[config.mk]
export PLATFORM = sky130hd
export DESIGN_NAME = io_read_sequencer
export DESIGN_NICKNAME = d
export VERILOG_FILES = /design/src/rtl/io_read_sequencer.sv
export SDC_FILE = /design/constraint.sdc
export NUM_CORES = 1
export LEC_CHECK = 0
export CAP_MARGIN = 20
export CORE_MARGIN = 1.5
export CORE_UTILIZATION = 35
export DETAILED_ROUTE_END_ITERATION = 7
export GPL_TIMING_DRIVEN = 0
export PLACE_DENSITY_LB_ADDON = 0.08
export SLEW_MARGIN = 20
export SYNTH_ARGS = -nofsm -noshare
export SYNTH_HDL_FRONTEND = slang
export SYNTH_SLANG_ARGS = --single-unit
export TNS_END_PERCENT = 30
[constraint.sdc]
create_clock -name clock -period 2.7 [get_ports clock]
set_input_delay 0.405 -clock clock [delete_from_list [all_inputs] [get_ports clock]]
set_output_delay 0.405 -clock clock [all_outputs]
set_load 0.05 [all_outputs]
[src/rtl/io_read_sequencer.sv]
// io_read_sequencer
//   Turns a CPU I/O read request (ior + io_addr) into a one-hot req/ack
//   handshake with one of four readable peripherals. It stalls the CPU while
//   the read is in flight, then returns a 16-bit result with a one-cycle valid.
//
// Optional feature: define IOREAD_TIMEOUT_EN to abort a read that sees no
// dev_ack within TIMEOUT_CYC request cycles. An aborted read returns 16'hFFFF
// with rd_err set. Without the macro, REQ waits indefinitely and no counter
// is built.
//
// Parameters
//   TIMEOUT_CYC  request cycles allowed before abort (timeout build only)
//   CNT_W        wait counter width, 2**CNT_W must exceed TIMEOUT_CYC
//
// Ports
//   clock     in   1   system clock, rising edge
//   reset     in   1   asynchronous active-low reset
//   ior       in   1   I/O read request level, held while rd_stall=1
//   io_addr   in   8   low byte of the I/O address, [7:4] selects the device
//   dev_req   out  4   one-hot request: [0] switch [1] keyboard [2] timer [3] PWM
//   dev_ack   in   4   per-device acknowledge, dev_data valid in the same cycle
//   dev_data  in  64   device i drives bits [16i+15:16i]
//   rd_data   out 16   read result, held until the next accepted read
//   rd_valid  out  1   one-cycle pulse marking a completed read
//   rd_stall  out  1   combinational CPU stall
//   rd_err    out  1   last read was unmapped or timed out (sticky)
module io_read_sequencer #(
  parameter int unsigned TIMEOUT_CYC = 16,
  parameter int unsigned CNT_W       = 5
) (
  input  logic        clock,
  input  logic        reset,
  input  logic        ior,
  input  logic [7:0]  io_addr,
  output logic [3:0]  dev_req,
  input  logic [3:0]  dev_ack,
  input  logic [63:0] dev_data,
  output logic [15:0] rd_data,
  output logic        rd_valid,
  output logic        rd_stall,
  output logic        rd_err
);

  localparam int unsigned NUM_DEV = 4;
  localparam int unsigned DATA_W  = 16;
  localparam int unsigned SEL_W   = 2;

  localparam logic [1:0] ST_IDLE = 2'd0;
  localparam logic [1:0] ST_REQ  = 2'd1;
  localparam logic [1:0] ST_DONE = 2'd2;

  // Elaboration-time sanity check on the counter width.
  if ((2 ** CNT_W) <= TIMEOUT_CYC || TIMEOUT_CYC == 0) begin : g_cnt_w_check
    $error("io_read_sequencer: CNT_W too small or TIMEOUT_CYC zero");
  end

  logic [1:0]         state_q, state_d;
  logic [SEL_W-1:0]   sel_q, sel_d;
  logic [NUM_DEV-1:0] dev_req_q, dev_req_d;
  logic [DATA_W-1:0]  rd_data_q, rd_data_d;
  logic               rd_valid_q, rd_valid_d;
  logic               rd_err_q, rd_err_d;

`ifdef IOREAD_TIMEOUT_EN
  localparam logic [CNT_W-1:0] CNT_LAST = CNT_W'(TIMEOUT_CYC - 1);
  logic [CNT_W-1:0] cnt_q, cnt_d;
`endif

  // Low nibble of the address is don't-care for device selection.
  logic unused_addr_lo;
  assign unused_addr_lo = ^io_addr[3:0];

  // Address decode on io_addr[7:4].
  logic             dec_hit_c;
  logic [SEL_W-1:0] dec_sel_c;
  always_comb begin
    dec_hit_c = 1'b1;
    dec_sel_c = '0;
    case (io_addr[7:4])
      4'h7:    dec_sel_c = 2'd0;
      4'h1:    dec_sel_c = 2'd1;
      4'h2:    dec_sel_c = 2'd2;
      4'h3:    dec_sel_c = 2'd3;
      default: dec_hit_c = 1'b0;
    endcase
  end

  // Ack and data of the latched device only; other acks are ignored.
  logic              ack_sel_c;
  logic [DATA_W-1:0] data_sel_c;
  always_comb begin
    ack_sel_c  = 1'b0;
    data_sel_c = '0;
    case (sel_q)
      2'd0: begin ack_sel_c = dev_ack[0]; data_sel_c = dev_data[15:0];  end
      2'd1: begin ack_sel_c = dev_ack[1]; data_sel_c = dev_data[31:16]; end
      2'd2: begin ack_sel_c = dev_ack[2]; data_sel_c = dev_data[47:32]; end
      default: begin ack_sel_c = dev_ack[3]; data_sel_c = dev_data[63:48]; end
    endcase
  end

  // State register and all datapath registers.
  always_ff @(posedge clock or negedge reset) begin
    if (!reset) begin
      state_q    <= ST_IDLE;
      sel_q      <= '0;
      dev_req_q  <= '0;
      rd_data_q  <= '0;
      rd_valid_q <= 1'b0;
      rd_err_q   <= 1'b0;
`ifdef IOREAD_TIMEOUT_EN
      cnt_q      <= '0;
`endif
    end else begin
      state_q    <= state_d;
      sel_q      <= sel_d;
      dev_req_q  <= dev_req_d;
      rd_data_q  <= rd_data_d;
      rd_valid_q <= rd_valid_d;
      rd_err_q   <= rd_err_d;
`ifdef IOREAD_TIMEOUT_EN
      cnt_q      <= cnt_d;
`endif
    end
  end

  // Next-state and registered-output logic; rd_valid_d is set on entry to DONE
  // so the registered pulse lines up exactly with the DONE cycle.
  always_comb begin
    state_d    = state_q;
    sel_d      = sel_q;
    dev_req_d  = dev_req_q;
    rd_data_d  = rd_data_q;
    rd_valid_d = 1'b0;
    rd_err_d   = rd_err_q;
`ifdef IOREAD_TIMEOUT_EN
    cnt_d      = cnt_q;
`endif
    case (state_q)
      ST_IDLE: begin
        if (ior) begin
          sel_d    = dec_sel_c;
          rd_err_d = 1'b0;
`ifdef IOREAD_TIMEOUT_EN
          cnt_d    = '0;
`endif
          if (dec_hit_c) begin
            state_d   = ST_REQ;
            dev_req_d = NUM_DEV'(1) << dec_sel_c;
          end else begin
            state_d    = ST_DONE;
            rd_data_d  = '0;
            rd_err_d   = 1'b1;
            rd_valid_d = 1'b1;
          end
        end
      end
      ST_REQ: begin
        // An ack coinciding with the last timeout cycle takes priority.
        if (ack_sel_c) begin
          rd_data_d  = data_sel_c;
          dev_req_d  = '0;
          state_d    = ST_DONE;
          rd_valid_d = 1'b1;
        end else begin
`ifdef IOREAD_TIMEOUT_EN
          if (cnt_q == CNT_LAST) begin
            dev_req_d  = '0;
            rd_data_d  = 16'hFFFF;
            rd_err_d   = 1'b1;
            state_d    = ST_DONE;
            rd_valid_d = 1'b1;
          end else begin
            cnt_d = cnt_q + CNT_W'(1);
          end
`endif
        end
      end
      ST_DONE: begin
        state_d = ST_IDLE;
      end
      default: begin
        state_d   = ST_IDLE;
        dev_req_d = '0;
      end
    endcase
  end

  assign dev_req  = dev_req_q;
  assign rd_data  = rd_data_q;
  assign rd_valid = rd_valid_q;
  assign rd_err   = rd_err_q;

  // Stall is combinational so the CPU freezes in the same cycle ior rises.
  assign rd_stall = (state_q == ST_REQ) || ((state_q == ST_IDLE) && ior);

endmodule

# Yosys cells after proc, flatten, opt, wreduce, memory -nomap -nowiden
# Cells that the tools add are included.
[totals] in_bits=79 register_bits=26 out_inout_bits=23 wordCells=50
[op_classes] n_reduce_logical=10 eq_ne=12 shift=1 n_bitwise=1 mux=20
[ops] op="2-to-1 mux 16 bit" n=3
[ops] op="case mux 16 bit (3 select lines)" n=1
[ops] op="case mux 16 bit (2 select lines)" n=1
[ops] op="2-to-1 mux 4 bit" n=3
[ops] op="case mux 4 bit (3 select lines)" n=1
[ops] op="equality test 4 x 2 -> 1 bit (second input constant)" n=2
[ops] op="!= test 2 bit (second input constant)" n=4
[ops] op="AND reduction 4 bit" n=2
[ops] op="2-to-1 mux 2 bit" n=3
[ops] op="case mux 2 bit (3 select lines)" n=1
[ops] op="equality test 2 x 1 -> 1 bit (second input constant)" n=2
[ops] op="equality test 2 bit (second input constant)" n=2
[ops] op="equality test 4 x 1 -> 1 bit (second input constant)" n=1
[ops] op="equality test 4 x 3 -> 1 bit (second input constant)" n=1
[ops] op="logical NOT 2 bit" n=2
[ops] op="2-to-1 mux 1 bit" n=4
[ops] op="case mux 2 bit (2 select lines)" n=1
[ops] op="AND reduction 2 bit" n=2
[ops] op="OR reduction 4 bit" n=1
[ops] op="left shift 1 x 2 -> 4 bit (first input constant)" n=1
[ops] op="case mux 1 bit (3 select lines)" n=1
[ops] op="case mux 1 bit (2 select lines)" n=1
[ops] op="nonzero test 2 bit" n=1
[ops] op="logical AND 1 bit" n=1
[ops] op="other kinds (2)" n=2

# Depth between registers and ports, before layout
# Gate-level depths: netlist of run 1.
[logic_depth] ltp_word=6 depth_mapped=6 mapped_depth_nobuf=4

# Least setup slack after synthesis of run 1
# Ideal clock, no wire load.
[synth_timing] path_kind="flip-flop to output port" start="register state_q[0]" end="output rd_stall" path_stages_with_launch=5 setup_slack_ns=0.842 required_ns=2.295 t_arrival_ns=1.453 cell_sequence="dfrtp_1 > nand2b_1 > clkbuf_1 > buf_1 > nand2_1"
[synth_via] elab_chain_len=3 elab_cells_between_ends=4
[synth_lines] item="start: declaration" line_no="57" text="logic [1:0] state_q, state_d;"
[synth_lines] item="start signal: assignment" line_no="115" text="state_q <= state_d;"
[synth_lines] item="logical NOT 2 bit" line_no="195" text="assign rd_stall = (state_q == ST_REQ) || ((state_q == ST_IDLE) && ior);"
[synth_lines] item="logical AND 1 bit" line_no="195"
[synth_lines] item="logical OR 1 bit *" line_no="195"
[synth_lines] item="end: declaration" line_no="40" text="output logic rd_stall,"
# Every way passes the cells marked *; elsewhere a longest branch is shown, timed or not.

# Final worst setup path of run 1
[layout_timing] start="input ior" end="output rd_stall"
[layout_via] elab_chain_len=2
[layout_lines] item="start: declaration" line_no="33" text="input logic ior,"
[layout_lines] item="logical AND 1 bit" line_no="195"
[layout_lines] item="logical OR 1 bit" line_no="195"
# No other way between the ends.

==> results.sh, run 1 <==
export IMPL_design_core_area_sq_mm=0.004692
export IMPL_syn_num_nets=199
export IMPL_criticalPathCategory="in -> out"
export IMPL_synth_common_cells="dfrtp_1 (26), nor2b_1 (17), mux2_4 (10), mux4_2 (9), nand2_1 (8)"
export IMPL_leakage_nw=1.136
export IMPL_synthFlopType="dfrtp_1"
export IMPL_syn_area_per_cell_sq_um=14.12
export IMPL_drt_total_wl_mm=4.732
export IMPL_power_density_mw_per_mm2=569.3
export IMPL_cts_tree="built"
export IMPL_syn2layout_area_growth_pct=64.33
export IMPL_grt_first_pass_wirelength_mm=7.265
export IMPL_finalPower_mw=1.585
export IMPL_io_buffers=97
export IMPL_synth_most_common_cell="dfrtp_1"
export IMPL_n_antenna_cell=0
export IMPL_p_seq_share_pct=31.2
export IMPL_stdcell_area_sq_mm=0.002784
export IMPL_instances_no_fill=275
export IMPL_finalMaxSlewViolations=0
export IMPL_worstSetupEndpointType="output port"
export IMPL_ioPinCount=102
export IMPL_finalWeightedCongestion=0.8069
export IMPL_die_area_sq_mm=0.005266
export IMPL_post_drt_via_cell_ratio=5.138
export IMPL_fin_worst_hold_slack_ps=126.5
export IMPL_die_h_um=72.57
export IMPL_maxCapViolations=0
export IMPL_cts_buffer_depth=2
export IMPL_synth_cell_area_sq_mm=0.001694
export IMPL_clkTransAtPathRegs_ps=100
export IMPL_hold_class="in -> async"
export IMPL_grt_max_degree=27
export IMPL_clkLatencyLatePin_ps=270
export IMPL_overflow=0
export IMPL_switchingPower_mw=0.5956
export IMPL_netlist_area_leader_share_pct=38.40
export IMPL_cts_root_buf="clkbuf_8"
export IMPL_rsz0062_at_grt="no"
export IMPL_status="completed"
export IMPL_worstPathRequired_ps=2300
export IMPL_finalSetupTns_ps=0
export IMPL_post_cts_buffers=0
export IMPL_fmax_mhz=394.1
export IMPL_rows=25
export IMPL_synth_area_leaders="dfrtp_1 (38%), mux4_2 (12%), mux4_1 (11%), mux2_4 (8.9%), nor2b_1 (6.3%)"
export IMPL_start_util_pct=36.11
export IMPL_synth_edff_count=0
export IMPL_yosys_register_bits=26
export IMPL_cts_buffers=3
export IMPL_finalHoldViolCount=0
export IMPL_yosys_warnings=0
export IMPL_startpoint_type="input port"
export IMPL_nFillCells=396
export IMPL_ys_seq_area_share_pct=38.40
export IMPL_dpl_cell_area_sq_mm=0.002728
export IMPL_yosysTopAreaCell="dfrtp_1"
export IMPL_ant_nets=0
export IMPL_wl_per_cell_um=17.21
export IMPL_drcViolationCount=0
export IMPL_maxSlewHeadroom_pct=40.97
export IMPL_layout_setup_ws_ps=162.8
export IMPL_cp_arrival_ps=2130
export IMPL_critical_path_max_fanout=8
export IMPL_hpwl_mm=3.729
export IMPL_track_usage_pct=18.02
export IMPL_dp_cells=271
export IMPL_ir_drop_mv=0.2887
export IMPL_nets=301
export IMPL_min_period_ps=2537
export IMPL_cts_hold_buffers=0
export IMPL_antenna_found_initial=0
export IMPL_p_sw_share_pct=37.58
export IMPL_p_clk_share_pct=16.3
export IMPL_drtPass1Iterations=4
export IMPL_vias=1413
export IMPL_tightest_slew_ps=883.5
export IMPL_combinationalPowerShare_pct=52.5
export IMPL_setup_viol_count_final=0
export IMPL_drt_iter0_drc=54
export IMPL_grt_pass1_vias=1540
export IMPL_final_util_pct=59.33
export IMPL_syn_inst=120
export IMPL_htreeDepth=1
export IMPL_dieWidth_um=72.57
export IMPL_synth_cell_types=30
export IMPL_internal_power_mw=0.9892
export IMPL_drive_gt1_share_pct=19.00
export IMPL_fin_worst_skew_ps=5.377
export IMPL_min_period_over_period_pct=93.97
export IMPL_cts_sinks=26
export IMPL_ys_async_sr_fraction_pct=100.0
export IMPL_pre_cts_slack_ps=-113.6
==> critical path: stages <==
cell and delay (ps):
clkdlybuf4s50_1 460, or3b_2 440, clkbuf_1 200, nand2_1 100, dlygate4sd2_1 530
==> final timing paths <==
path                               end  depth (start not counted)  slack (ps)  startpoint
max                           rd_stall                          5         160         ior
min                         rd_data[4]                          1         130       reset
max reg2reg                rd_data[11]                          4         650  state_q[0]
min reg2reg                 rd_data[8]                          1         510  rd_data[8]
max in group asynchronous   dev_req[3]                          1        2170       reset
min in group clock          rd_data[8]                          1         510  rd_data[8]
==> layout by cell type (no fill, tap or decap), drive strengths merged, types with 3 or more instances in the layout <==
cell type,Yosys,layout
clkdlybuf4s50,0,95
dfrtp,26,26
nor2b,17,17
mux2,17,17
mux4,16,16
nand2,8,8
clkbuf,3,7
buf,5,6
nand2b,5,5
nor2,4,4
o31ai,3,3
==> layer usage <==
metal | routed length [um] | track usage (%)
met5 | 0 | 0
met4 | 78 | 5.241
met3 | 216 | 2.901
met2 | 2610 | 34.45
met1 | 1826 | 20.45
==> state kept, by name, summed over array words and instances, names as in the netlist <==
signal and count:
state_q 2, sel_q 2, dev_req 4, rd_err 1, rd_valid 1, rd_data 16
==> logic make-up (layout without fill, tap and decap cells) <==
family                 Yosys count  count (layout)  share of synthesized area (%)
and+or+nand+nor                 41              41                          14.03
AOI/OAI and AO/OA               10              10                          6.352
buffers and inverters            8             109                          3.692
DFF                             26              26                          38.40
muxes                           35              35                          37.52
==> power by group through the flow <==
stage / sequential (mW) / combinational (mW) / clock [mW]
3_5_place_dp: 0.503 / 0.839 / 0
4_1_cts: 0.496 / 0.839 / 0.270
5_1_grt: 0.506 / 0.875 / 0.282
2_1_floorplan: 0.710 / 0.323 / 0
6_report: 0.495 / 0.833 / 0.258
3_3_place_gp: 0.500 / 0.825 / 0
==> final cells by class <==
class	count	area [sq um]	area share, %
Tap cell	54	67.56	2.427
Sequential cell	26	650.6	23.37
Buffer	8	65.06	2.337
Clock buffer	4	55.05	1.978
Multi-Input combinational cell	86	980.9	35.24
Timing Repair Buffer	97	964.7	34.65
==> timing repair <==
item	CTS	global route
endpoints found under the setup margin	1	0
endpoints found under the hold margin	0	0
resized for setup	3	0
Power figures use the tool's default switching activity.
==> run 2: changes to the inputs <==
--- a/config.mk
+++ b/config.mk
@@ -6,11 +6,11 @@
 export NUM_CORES = 1
 export LEC_CHECK = 0
 export CAP_MARGIN = 20
-export CORE_MARGIN = 1.5
+export CORE_MARGIN = 2
 export CORE_UTILIZATION = 35
 export DETAILED_ROUTE_END_ITERATION = 7
 export GPL_TIMING_DRIVEN = 0
-export PLACE_DENSITY_LB_ADDON = 0.08
+export PLACE_DENSITY_LB_ADDON = 0.2
 export SLEW_MARGIN = 20
 export SYNTH_ARGS = -nofsm -noshare
 export SYNTH_HDL_FRONTEND = slang
==> run 2 against run 1 <==
Net effect: cell count unchanged; sequential share of layout area is the same; cell area did not move; routed wire length is 0.70% lower; largest power group unchanged; highest routed layer unchanged.
==> results.sh, run 2 (synthesis gave the netlist of run 1 again) <==
export IMPL_status="completed"
export IMPL_maxSlewHeadroom_pct=46.29
export IMPL_instances_no_fill=275
export IMPL_worstPathRequired_ps=2300
export IMPL_dp_cells=271
export IMPL_htreeDepth=1
export IMPL_worstSetupEndpointType="output port"
export IMPL_drcViolationCount=0
export IMPL_post_cts_buffers=0
export IMPL_stdcell_area_sq_mm=0.002784
export IMPL_grt_first_pass_wirelength_mm=7.369
export IMPL_die_area_sq_mm=0.005413
export IMPL_drt_total_wl_mm=4.699
export IMPL_final_cell_mix="clkdlybuf4s50_1 (95), dfrtp_1 (26), nor2b_1 (17), mux2_4 (10), mux4_2 (9)"
export IMPL_power_density_mw_per_mm2=567.5
export IMPL_finalPower_mw=1.580
export IMPL_final_common_cell="clkdlybuf4s50_1"
export IMPL_hpwl_mm=3.709
export IMPL_cp_cell_sequence="clkdlybuf4s50_1, or3b_2, clkbuf_1, nand2_1, dlygate4sd2_1"
export IMPL_finalMaxSlewViolations=0
export IMPL_maxCapViolations=0
export IMPL_antenna_found_initial=0
export IMPL_fmax_mhz=389.5
export IMPL_track_usage_pct=17.96
export IMPL_cts_sinks=26
export IMPL_die_h_um=73.57
export IMPL_hold_class="in -> async"
export IMPL_fin_worst_skew_ps=3.263
export IMPL_startpoint_type="input port"
export IMPL_start_util_pct=36.11
export IMPL_n_antenna_cell=0
export IMPL_cp_arrival_ps=2160
export IMPL_layout_setup_ws_ps=132.9
export IMPL_worstReg2RegStart="state_q[0]"
export IMPL_grt_pass1_vias=1530
export IMPL_regToRegSetupSlack_ps=680
export IMPL_cts_resized=3
export IMPL_cts_buffers=3
export IMPL_cts_root_buf="clkbuf_8"
export IMPL_reg2reg_depth=4
export IMPL_io_buffers=97
export IMPL_min_period_over_period_pct=95.08
export IMPL_drtPass1Iterations=4
export IMPL_grt_max_degree=27
export IMPL_ioPinCount=102
export IMPL_drive_gt1_share_pct=19.00
export IMPL_nets=301
export IMPL_wl_per_cell_um=17.09
export IMPL_ant_nets=0
export IMPL_finalHoldViolCount=0
export IMPL_setup_viol_count_final=0
export IMPL_largest_reg_flops=16
export IMPL_tightest_slew_ps=804.0
export IMPL_pre_cts_slack_ps=-120.0
export IMPL_fin_worst_hold_slack_ps=131.4
export IMPL_criticalPathCategory="in -> out"
export IMPL_r2r_end="rd_data[15]"
export IMPL_critPathTopFamily="buffers and inverters"
export IMPL_ir_drop_mv=0.3067
export IMPL_leakage_nw=1.136
export IMPL_cts_buffer_depth=2
export IMPL_design_core_area_sq_mm=0.004692
export IMPL_dpl_cell_area_sq_mm=0.002728
export IMPL_finalWeightedCongestion=0.7960
export IMPL_overflow=0
export IMPL_rsz0062_at_grt="no"
export IMPL_cts_hold_buffers=0
export IMPL_dieWidth_um=73.57
export IMPL_nFillCells=394
export IMPL_slowest_stage="dlygate4sd2_1"
export IMPL_post_drt_via_cell_ratio=5.124
export IMPL_clkTransAtPathRegs_ps=90
export IMPL_worst_path_largest_cell_delay_ps=530
export IMPL_vias=1409
export IMPL_critical_path_max_fanout=8
export IMPL_clkLatencyLatePin_ps=270
export IMPL_rows=25
export IMPL_min_period_ps=2567
export IMPL_drt_iter0_drc=92
export IMPL_syn2layout_area_growth_pct=64.33
export IMPL_cts_tree="built"
export IMPL_path_buf_inv=3
[run 2: cell counts in the layout (fill, tap and decap cells not counted)]
Identical to the previous run, type by type.
[run 2: layout make-up]
type | count | area, sq um | area share (%)
plain buffers | 8 | 65.06 | 2.337
multi-input cells | 86 | 980.9 | 35.24
repair buffers | 97 | 964.7 | 34.65
well taps | 54 | 67.56 | 2.427
clock buffers | 4 | 55.05 | 1.978
flip-flops and latches | 26 | 650.6 | 23.37
[run 2: where the power goes]
part	switching (mW)	internal, mW	total, mW
logic	0.426	0.401	0.827
registers	0.0423	0.458	0.500
clock network	0.123	0.130	0.253
[run 2: worst reg2reg max path, delay by kind of cell, from the launching register on]
family          cells  cell delay, ps
simple gates        1             690
mux                 1             310
buf+inv             1             200
compound gates      1             270
flops               1             460
[run 2: worst max path at each step]
stage	from	endpoint	depth (start not counted)
4_1_cts	ior	rd_stall	5
5_1_grt	ior	rd_stall	5
6_report	ior	rd_stall	5
3_3_place_gp	ior	rd_stall	5
3_5_place_dp	ior	rd_stall	5
2_1_floorplan	state_q[0]	rd_stall	4
[run 2: layer usage]
metal  part of all wire [%]  global-route usage [%]  up-vias
met5                      0                       0        -
met4                   0.87                   4.040        0
met3                    5.5                   2.743        4
met2                     55                   34.42       50
met1                     38                   20.73      698
li1                       -                       -      657
[run 2: per-stage QoR]
| stage | utilization [%] | TNS [ps] |
|---|---|---|
| 6_report | 59.33 | 0 |
| 5_1_grt | 59.33 | 0 |
| 4_1_cts | 59.33 | 0 |
| 3_5_place_dp | 58.13 | -120.0 |
| 3_3_place_gp | 58.24 | -133.4 |
| 2_1_floorplan | - | 0 |
==> run 3: changes to the inputs <==
--- a/config.mk
+++ b/config.mk
@@ -5,7 +5,7 @@
 export SDC_FILE = /design/constraint.sdc
 export NUM_CORES = 1
 export LEC_CHECK = 0
-export CAP_MARGIN = 20
+export CAP_MARGIN = 5
 export CORE_MARGIN = 2
 export CORE_UTILIZATION = 35
 export DETAILED_ROUTE_END_ITERATION = 7
==> results of run 3 <==
The final DEF is identical to that of run 2; final timing and power are the same.
